$ cat config.mk
export PLATFORM = sky130hd
export DESIGN_NAME = program_counter
export DESIGN_NICKNAME = d
export VERILOG_FILES = /design/src/rtl/program_counter.sv
export SDC_FILE = /design/constraint.sdc
export NUM_CORES = 1
export LEC_CHECK = 0
export CORE_MARGIN = 4
export CORE_UTILIZATION = 35
export DETAILED_ROUTE_END_ITERATION = 16
export PLACE_DENSITY = 0.75
export SLEW_MARGIN = 20
export SYNTH_ARGS = -nofsm -noshare
export SYNTH_HDL_FRONTEND = slang
export SYNTH_SLANG_ARGS = --single-unit
export TNS_END_PERCENT = 30
$ cat constraint.sdc
create_clock -name clk -period 2.6 [get_ports clk]
set_input_delay 0.52 -clock clk [delete_from_list [all_inputs] [get_ports clk]]
set_output_delay 0.52 -clock clk [all_outputs]
set_load 0.005 [all_outputs]
$ cat src/rtl/program_counter.sv
// Fetch-stage program counter: holds the registered next-fetch address and
// each cycle advances it by one fetch bundle, stalls, or loads a redirect.
module program_counter #(
  parameter int unsigned CORE_WIDTH = 2,
  parameter int unsigned INSN_BYTES = 4,
  parameter logic [31:0] RESET_PC   = 32'h0000_0000
) (
  input  logic        clk,
  input  logic        reset,
  input  logic        hold_pc,
  input  logic        redirect_enable,
  input  logic [31:0] redirect_addr,
  output logic [31:0] next_pc
);

  localparam logic [31:0] STEP = 32'(CORE_WIDTH * INSN_BYTES);

  // Priority is reset > redirect > hold > advance; the advance wraps silently.
  always_ff @(posedge clk) begin
    if (reset) begin
      next_pc <= RESET_PC + STEP;
    end else if (redirect_enable) begin
      next_pc <= redirect_addr;
    end else if (!hold_pc) begin
      next_pc <= next_pc + STEP;
    end
  end

endmodule

== Word-level counts from Yosys, hierarchy flattened ==
Index checks and enable logic that the tools add are counted.

* Register bits: 32
* Output and inout port bits: 32

* $add $sub $neg: 1
* Equality and inequality tests: 1
* Multiplexer cells: 2

{| class="wikitable"
|+ Operator list
! cell !! count
|-
| $mux 32 || 2
|-
| $add 32x4->32 const B || 1
|-
| $ne 2x1->1 const B || 1
|}

== Logic depth before layout (Yosys ltp) ==
Gate-level depths: netlist of run 1.

* Word-level depth: 3
* Gate-level depth with buffers: 6
* Mapped depth without buffers: 5

== Worst setup path after synthesis of run 1 ==
No wires, ideal clock.

* Kind: in2reg
* From: input hold_pc
* To: register next_pc[22]
* Library setup time: 0.091 ns
* Arrival time: 1.865 ns
* Path slack: 0.644 ns
* Stages on the path: 6
* Buffers on the path: 2
* Cell sequence: buf_6 nand3b_4 or2_1 buf_6 or4_1 a311oi_1

* Cells in the longest elaborated chain, start to end: 1

{| class="wikitable"
|+ RTL lines
! element !! line !! text
|-
| start, declared || 10 || <nowiki>input logic hold_pc,</nowiki>
|-
| $ne 2x1->1 (no source line) || - ||
|-
| end signal, assigned || 21 || <nowiki>next_pc <= RESET_PC + STEP;</nowiki>
|-
| end signal, assigned || 23 || <nowiki>next_pc <= redirect_addr;</nowiki>
|-
| end signal, assigned || 25 || <nowiki>next_pc <= next_pc + STEP;</nowiki>
|-
| end, declared || 13 || <nowiki>output logic [31:0] next_pc</nowiki>
|}

Every way passes these cells.
A chain may end at the register's enable or synchronous reset.

== Worst setup path after layout of run 1 ==
Same ends and word-level chain as after synthesis.

==> metrics, run 1 <==
Post-Syn Instances=217; Synth area leaders=dfxtp_1 35%, nor2_1 5.7%, a211oi_1 5.3%, nand4_1 5.1%, a311oi_1 3.8%; Detailed Route WL=5.232 mm; most frequent cell after synthesis=dfxtp_1; critical path data required time=2800 ps; Setup CP Type=primary input to register; die area=0.006463 mm^2; post-synth cell types=44; GP Congestion=0.8854; number of setup buffers added after CTS=0; post-synthesis sequential area ratio=34.92%; DR pass1 iterations=4; final net count=323; Yosys reg bits=32; Crit Path Max Fanout=10; r2r setup slk=490 ps; Core Footprint=0.005107 mm^2; first-pass GRT wire length=8.500 mm; die height=80.39 um; HP Class=register to register; measured slew at the worst slew-check pin=640.2 ps; post-CTS sizing=0; clock root cell=clkbuf_8; crit-path cells=clkdlybuf4s50_1 > nand3b_4 > or2_1 > or4_1 > a311oi_1; CTS tree=done; PwrDens=450.9 mW/mm^2; unrepaired setup endpoints after global routing=no; total of max-cap violations=0; Synth warnings=0; ANT cells=0; total CTS buffers=5; syn_nets=254; DIE WIDTH=80.39 um; Max Clock Freq=0.4702 GHz; Fillers=505; later-pin clock latency in the skew report=280 ps; Rows=26; Max rail drop VDD=288.1 uV; cell taking the most area after synthesis=dfxtp_1; ANT nets after route=0; GRT Total Usage=16.71%; mapped cell area=0.001834 mm^2; number of flip-flops in the largest register=32; Placed Cells=349; via count=1931; Worst setup startpoint=hold_pc; area delta synth->final=45.98%; TNS Setup=0 ps; Worst setup EP type=register; initial antenna violation count=0; worst r2r src=next_pc[17]; Post-DP HPWL=3.946 mm; Top FF cell, synth=dfxtp_1; largest registers=next_pc (32); Clock Sinks=32; worst clock skew=6.373 ps; end of the critical path=next_pc[22]; top cell type's share of synthesized area=34.92%; largest net degree at the start of global routing=41; Reg-to-Reg End=next_pc[26]; CP Launch Type=primary input; slowest CP cell=or4_1; Rel. slew slack=56.92%; Clock H-tree levels=2; Clk pin slew, worst setup/hold paths=70 ps; status=completed; max incr delay on CP=530 ps; min Tclk post-route=2127 ps; Reg2Reg Depth=4; Synth async-reset ratio=0%; Hold Violations, Final=0; Avg WL per Cell=14.66 um; Post-synth EDFFs=0; I/O Buffers=67; CTS Hold Buffers Added=0; Worst EP arrival=2320 ps; grt ovf=0; Finished Layout Cells=357; post-route cell area=0.002678 mm^2; Initial Util=35.91%; Leak=0.0009272 uW; # IOs=68; Starting DRT DRC Count=110; ratio of cells with drive above 1 in the final layout=6.620%; vias in the first global route=1765; largest register by flop count=next_pc; syn_area_per_cell=8.453 um^2; # DRC=0; CTS max path bufs=2; final setup fails=0; most instantiated cells after synthesis=32 x dfxtp_1, 28 x nor2_1, 15 x nand4_1, 13 x a211oi_1, 10 x nand2_1; Final Cycle Share=81.81%; area post-placement=0.002587 mm^2; vias per inst=5.409; fin. max-slew vios=0
[stage by stage]
stage | worst slack, ps | hold slack (ps) | power, uW | utilization [%]
final | 473.1 | 504.7 | 1207 | 52.43
after global routing | 302.5 | 542.6 | 1265 | 52.43
after CTS | 466.9 | 511.9 | 1218 | 52.43
after detailed placement | 170.3 | 487.7 | 824.3 | 50.66
after global placement | 221.0 | 471.8 | 820.9 | 50.66
after floorplan | 644.0 | 485.2 | 670.4 | -
[worst max-delay path: cells and delay by family]
kind / cells / cell delay (ps)
AOI/OAI and AO/OA: 1 / 240
buffers and inverters: 1 / 470
and+or+nand+nor: 3 / 1090
[placed cells by master (no fill, tap or decap), types with 2 or more instances in the layout]
cell type and count:
buf_4 8, nor3_1 5, nor2_1 28, a311oi_1 8
or4_1 8, clkbuf_8 6, nand4_1 15, nand2_1 10
a211oi_1 13, a21oi_1 7, xnor2_1 7, mux2i_1 4
xor2_1 6, o31ai_1 9, nand3_1 6, dfxtp_1 32
clkdlybuf4s50_1 67, clkbuf_1 2, inv_1 7, and4_1 5
nor4_1 6, a221oi_1 2, and3_1 4, a2111oi_0 2
[routing by layer]
layer | global-route usage [%] | part of all wire [%]
met1 | 21.97 | 46
met2 | 26.66 | 47
met3 | 4.036 | 6.3
met4 | 5.574 | 1.1
met5 | 0 | 0
[report_power, final]
| part | switching [uW] | internal, uW |
|---|---|---|
| registers | 52.4 | 525 |
| clock network | 177 | 216 |
| logic | 86.2 | 150 |
[logic make-up (layout without fill, tap and decap cells)]
kind of cell | after synthesis | after routing | share of synthesized area (%)
buffers and inverters | 21 | 91 | 5.184
multiplexers | 4 | 4 | 2.183
adder cells (fa/ha/maj) | 1 | 1 | 0.6820
AO/OA/AOI/OAI | 46 | 46 | 18.62
XOR/XNOR | 13 | 13 | 6.207
flip-flops | 32 | 32 | 34.92
AND/OR/NAND/NOR | 100 | 100 | 32.20
[how the worst min path moves through the flow]
stage / start / to / slack, ps / cells after the start
global placement: next_pc[1] / next_pc[1] / 470 / 2
CTS: next_pc[0] / next_pc[0] / 510 / 2
detailed placement: next_pc[2] / next_pc[2] / 490 / 2
finish: next_pc[0] / next_pc[0] / 500 / 2
floorplan: next_pc[0] / next_pc[0] / 490 / 2
global route: next_pc[0] / next_pc[0] / 540 / 2
[layout make-up]
class | count | area (um^2) | area share, %
clock buffer | 8 | 90.09 | 3.364
inverter | 8 | 30.03 | 1.121
multi-input combinational | 164 | 1099 | 41.03
sequential | 32 | 640.6 | 23.93
tap | 70 | 87.58 | 3.271
timing repair buffer | 75 | 730.7 | 27.29
Power figures use the tool's default switching activity.
==> run 2: changes to the inputs <==
- clock period: 2.6 -> 2.2 ns (I/O delays scaled with it)
==> run 2 against run 1 <==
  * Critical path depth did not move
  * Largest cell class unchanged
  * Critical path type unchanged
  * Clock skew increased by 1.6 ps
  * Wire length rose by 1.4%
==> metrics, run 2 (synthesis results as in run 1) <==
Max rail drop VDD=351.0 uV; CTS Hold Buffers Added=0; Worst setup EP type=register; largest registers=next_pc (32); Reg2Reg Depth=5; Avg WL per Cell=14.53 um; initial antenna violation count=0; later-pin clock latency in the skew report=280 ps; post-route setup slack=215.5 ps; ANT nets after route=0; status=completed; Core Footprint=0.005107 mm^2; grt ovf=0; ANT cells=0; GP Congestion=0.8620; WHS Endpoint=next_pc[0]; unrepaired setup endpoints after global routing=no; ratio of cells with drive above 1 in the final layout=9.492%; Setup CP Type=primary input to register; slowest CP cell=or4_1; Clock H-tree levels=2; Reg-to-Reg End=next_pc[23]; Rows=26; die area=0.006463 mm^2; Detailed Route WL=5.305 mm; Placed Cells=357; final net count=331; HP Class=register to register; Min-Delay Startpoint=next_pc[0]; # IOs=68; Crit Path Max Fanout=9; max incr delay on CP=530 ps; dpl ws=-79.27 ps; total CTS buffers=5; largest register by flop count=next_pc; post-CTS sizing=0; area delta synth->final=50.20%; via count=1956; die height=80.39 um; worst r2r src=next_pc[18]; total of max-cap violations=0; GRT Total Usage=17.04%; Finished Layout Cells=365; final setup fails=0; Rel. slew slack=67.31%; CP delay by family, top=simple AND/OR/NAND/NOR gates; number of flip-flops in the largest register=32; worst clock skew=7.948 ps; Clk pin slew, worst setup/hold paths=70 ps; Clock Sinks=32; most common cell after layout, fill and taps aside=clkdlybuf4s50_1; CTS tree=done; first-pass GRT wire length=8.818 mm; measured slew at the worst slew-check pin=485.9 ps; crit-path cells=clkdlybuf4s50_1 > nand3b_4 > or2_1 > or4_1 > a311oi_1; PwrDens=550.7 mW/mm^2; Post-DP HPWL=3.977 mm; I/O Buffers=67; number of setup buffers added after CTS=0; # DRC=0; Leak=0.0009752 uW; Buffers & Inverters on Critical Path=1; Hold Violations, Final=0; fin. max-slew vios=0; CP Launch Type=primary input; Final Cycle Share=90.20%; min Tclk post-route=1984 ps; most frequent cells in the layout=67 x clkdlybuf4s50_1, 32 x dfxtp_1, 28 x nor2_1; DIE WIDTH=80.39 um; Initial Util=35.91%; Max Clock Freq=0.5039 GHz; r2r setup slk=290 ps; vias in the first global route=1889; Starting DRT DRC Count=85; Worst EP arrival=2180 ps; clock root cell=clkbuf_8; DR pass1 iterations=4; CTS max path bufs=2; Hold Path Cell Cnt=2; largest net degree at the start of global routing=41; critical path data required time=2400 ps; vias per inst=5.359
-- run 2: cell types whose count changed in the layout (fill, tap and decap cells not counted) --
cell | before | now
buf_4 | 8 | 16
bufinv_16 | 0 | 1
clkbuf_1 | 2 | 1
clkbuf_8 | 6 | 5
clkinv_2 | 0 | 1
-- run 2: layout make-up --
type | instances | area, um^2
Clock buffer | 6 | 72.57
Clock inverter | 2 | 35.03
Fill cell | 486 | 2352
Inverter | 8 | 30.03
Multi-Input combinational cell | 164 | 1099
Sequential cell | 32 | 640.6
Tap cell | 70 | 87.58
Timing Repair Buffer | 83 | 790.8
-- run 2: per-layer routing --
metal,GRT usage (%),up-vias,routed length [um]
met5,0,-,0
met4,4.899,0,42
met3,4.484,8,284
met2,27.48,54,2493
met1,22.24,908,2485
li1,-,986,-
-- run 2: tightest hold or removal path: stages, from the launching register on --
cell and delay (ps):
dfxtp_1 320, mux2i_1 60, nor2_1 70
-- run 2: worst max-delay path by stage --
stage | end | from | slack [ps] | depth (start not counted)
6_report | next_pc[22] | hold_pc | 220 | 5
3_5_place_dp | next_pc[22] | hold_pc | -80 | 5
4_1_cts | next_pc[22] | hold_pc | 220 | 5
5_1_grt | next_pc[22] | hold_pc | 80 | 5
3_3_place_gp | next_pc[22] | hold_pc | -60 | 5
2_1_floorplan | next_pc[22] | hold_pc | 320 | 6
-- run 2: where the power goes --
group	internal, uW	switching (uW)
clock	336	217
combinational	182	108
sequential	620	54.3
total	1140	379
-- run 2: stage by stage --
stage | instance area, um^2 | util (%) | total power, uW | TNS [ps] | hold WS (ps)
3_3_place_gp | 2648 | 51.84 | 973.5 | -55.89 | 471.3
5_1_grt | 2755 | 53.94 | 1588 | 0 | 538.6
2_1_floorplan | 1834 | - | 792.2 | 0 | 485.2
6_report | 2755 | 53.94 | 1517 | 0 | 489.7
3_5_place_dp | 2648 | 51.84 | 978.4 | -79.27 | 489.0
4_1_cts | 2755 | 53.94 | 1532 | 0 | 498.9
==> run 3: changes to the inputs <==
- DONT_BUFFER_PORTS: default -> 1
- PLACE_DENSITY: 0.75 -> 0.58
==> run 3 against run 2 <==
  * Final cell count shrank 20%
  * Highest routed layer unchanged
  * Sequential power is 1% higher
  * Critical path type is now register to register
  * Clock skew is 4.6 ps lower
  * Worst setup slack gained 75 ps
==> metrics, run 3 (synthesis results as in run 1) <==
worst r2r src=next_pc[8]; final net count=259; Worst EP arrival=2070 ps; GRT Total Usage=16.16%; Detailed Route WL=5.097 mm; vias per inst=5.802; Core Footprint=0.005107 mm^2; CTS Hold Buffers Added=0; initial antenna violation count=0; ratio of cells with drive above 1 in the final layout=9.865%; Max rail drop VDD=266.0 uV; worst clock skew=3.338 ps; critical path data required time=2360 ps; r2r setup slk=290 ps; Reg-to-Reg End=next_pc[27]; most common cell after layout, fill and taps aside=dfxtp_1; Starting DRT DRC Count=83; clock root cell=clkbuf_8; number of setup buffers added after CTS=0; Buffers & Inverters on Critical Path=0; # DRC=0; largest register by flop count=next_pc; DR pass1 iterations=4; Rel. slew slack=65.70%; Post-DP HPWL=3.716 mm; min Tclk post-route=1909 ps; number of flip-flops in the largest register=32; post-CTS sizing=0; slowest CP cell=nor4_4; top layer in use=met4; largest net degree at the start of global routing=35; Setup CP Type=register to register; Reg2Reg Depth=4; Hold Violations, Final=0; vias in the first global route=1557; total CTS buffers=5; HP Class=primary input to register; end of the critical path=next_pc[27]; measured slew at the worst slew-check pin=510.6 ps; ANT nets after route=0; CP delay by family, top=simple AND/OR/NAND/NOR gates; first-pass GRT wire length=7.976 mm; via count=1700; I/O Buffers=0; DIE WIDTH=80.39 um; Worst setup startpoint=next_pc[8]; unrepaired setup endpoints after global routing=no; TNS Setup=0 ps; Final Cycle Share=86.77%; Max Clock Freq=0.5238 GHz; Initial Util=35.91%; most frequent cells in the layout=32 x dfxtp_1, 28 x nor2_1, 15 x nand4_1; final setup fails=0; GP Congestion=0.8546; Avg WL per Cell=17.40 um; crit-path cells=nand4_1 > nor4_4 > a211oi_1 > a2111oi_0; Clock Sinks=32; # IOs=68; grt ovf=0; max incr delay on CP=580 ps; later-pin clock latency in the skew report=280 ps; routed wl met2=2.315 mm; total power=1283 uW; PwrDens=632.2 mW/mm^2; Clk pin slew, worst setup/hold paths=70 ps; Worst setup EP type=register; ANT cells=0; total of max-cap violations=0; Core Util, Final=39.74%; fin. max-slew vios=0; Critical Path Stages=4; die area=0.006463 mm^2; CTS tree=done; Rows=26; Crit Path Max Fanout=8; die height=80.39 um; CTS max path bufs=2; status=completed; largest registers=next_pc (32); Routed met3 length=519 um; met1 wire length=2.186 mm; Leak=0.0006902 uW; area delta synth->final=10.64%; CP Launch Type=register; Clock H-tree levels=2
==> run 3: cell type report <==
cell class / count / area (um^2)
multi-input combinational: 164 / 1099
inverter: 8 / 30.03
timing repair buffer: 11 / 82.58
clock buffer: 8 / 90.09
sequential: 32 / 640.6
fill: 555 / 3078
tap: 70 / 87.58
==> run 3: how the worst min path moves through the flow <==
stage	endpoint	from	cells after the start	slack, ps
after detailed placement	next_pc[2]	next_pc[2]	2	520
after floorplan	next_pc[0]	next_pc[0]	2	490
final	next_pc[1]	reset	1	230
after CTS	next_pc[0]	reset	1	210
after global placement	next_pc[0]	next_pc[0]	2	510
after global routing	next_pc[11]	reset	1	200
==> run 3: report_power, final <==
part	switching (uW)	leakage, uW	internal [uW]
logic	65.6	0.000379	66.2
registers	61.1	0.000266	620
clock network	215	0.0000455	255
==> run 3: per-stage QoR <==
step	cell area (um^2)	hold WS (ps)	setup WS, ps	cells
finish	2029	225.7	291.0	293
CTS	2029	209.7	283.7	293
detailed placement	1939	517.2	267.1	285
floorplan	1834	485.2	324.0	217
global placement	1939	506.6	331.8	285
global route	2029	200.7	13.40	293
==> run 3: routing by layer <==
layer | vias up | GRT usage (%)
met1 | 783 | 19.20
met2 | 67 | 25.17
met5 | - | 0
li1 | 845 | -
met3 | 5 | 7.848
met4 | 0 | 5.743
==> run 3: worst register-to-register path, cell delays in order, from the launching register on <==
cell and delay, ps:
dfxtp_1 450, nand4_1 290, nor4_4 580, a211oi_1 130, a2111oi_0 340
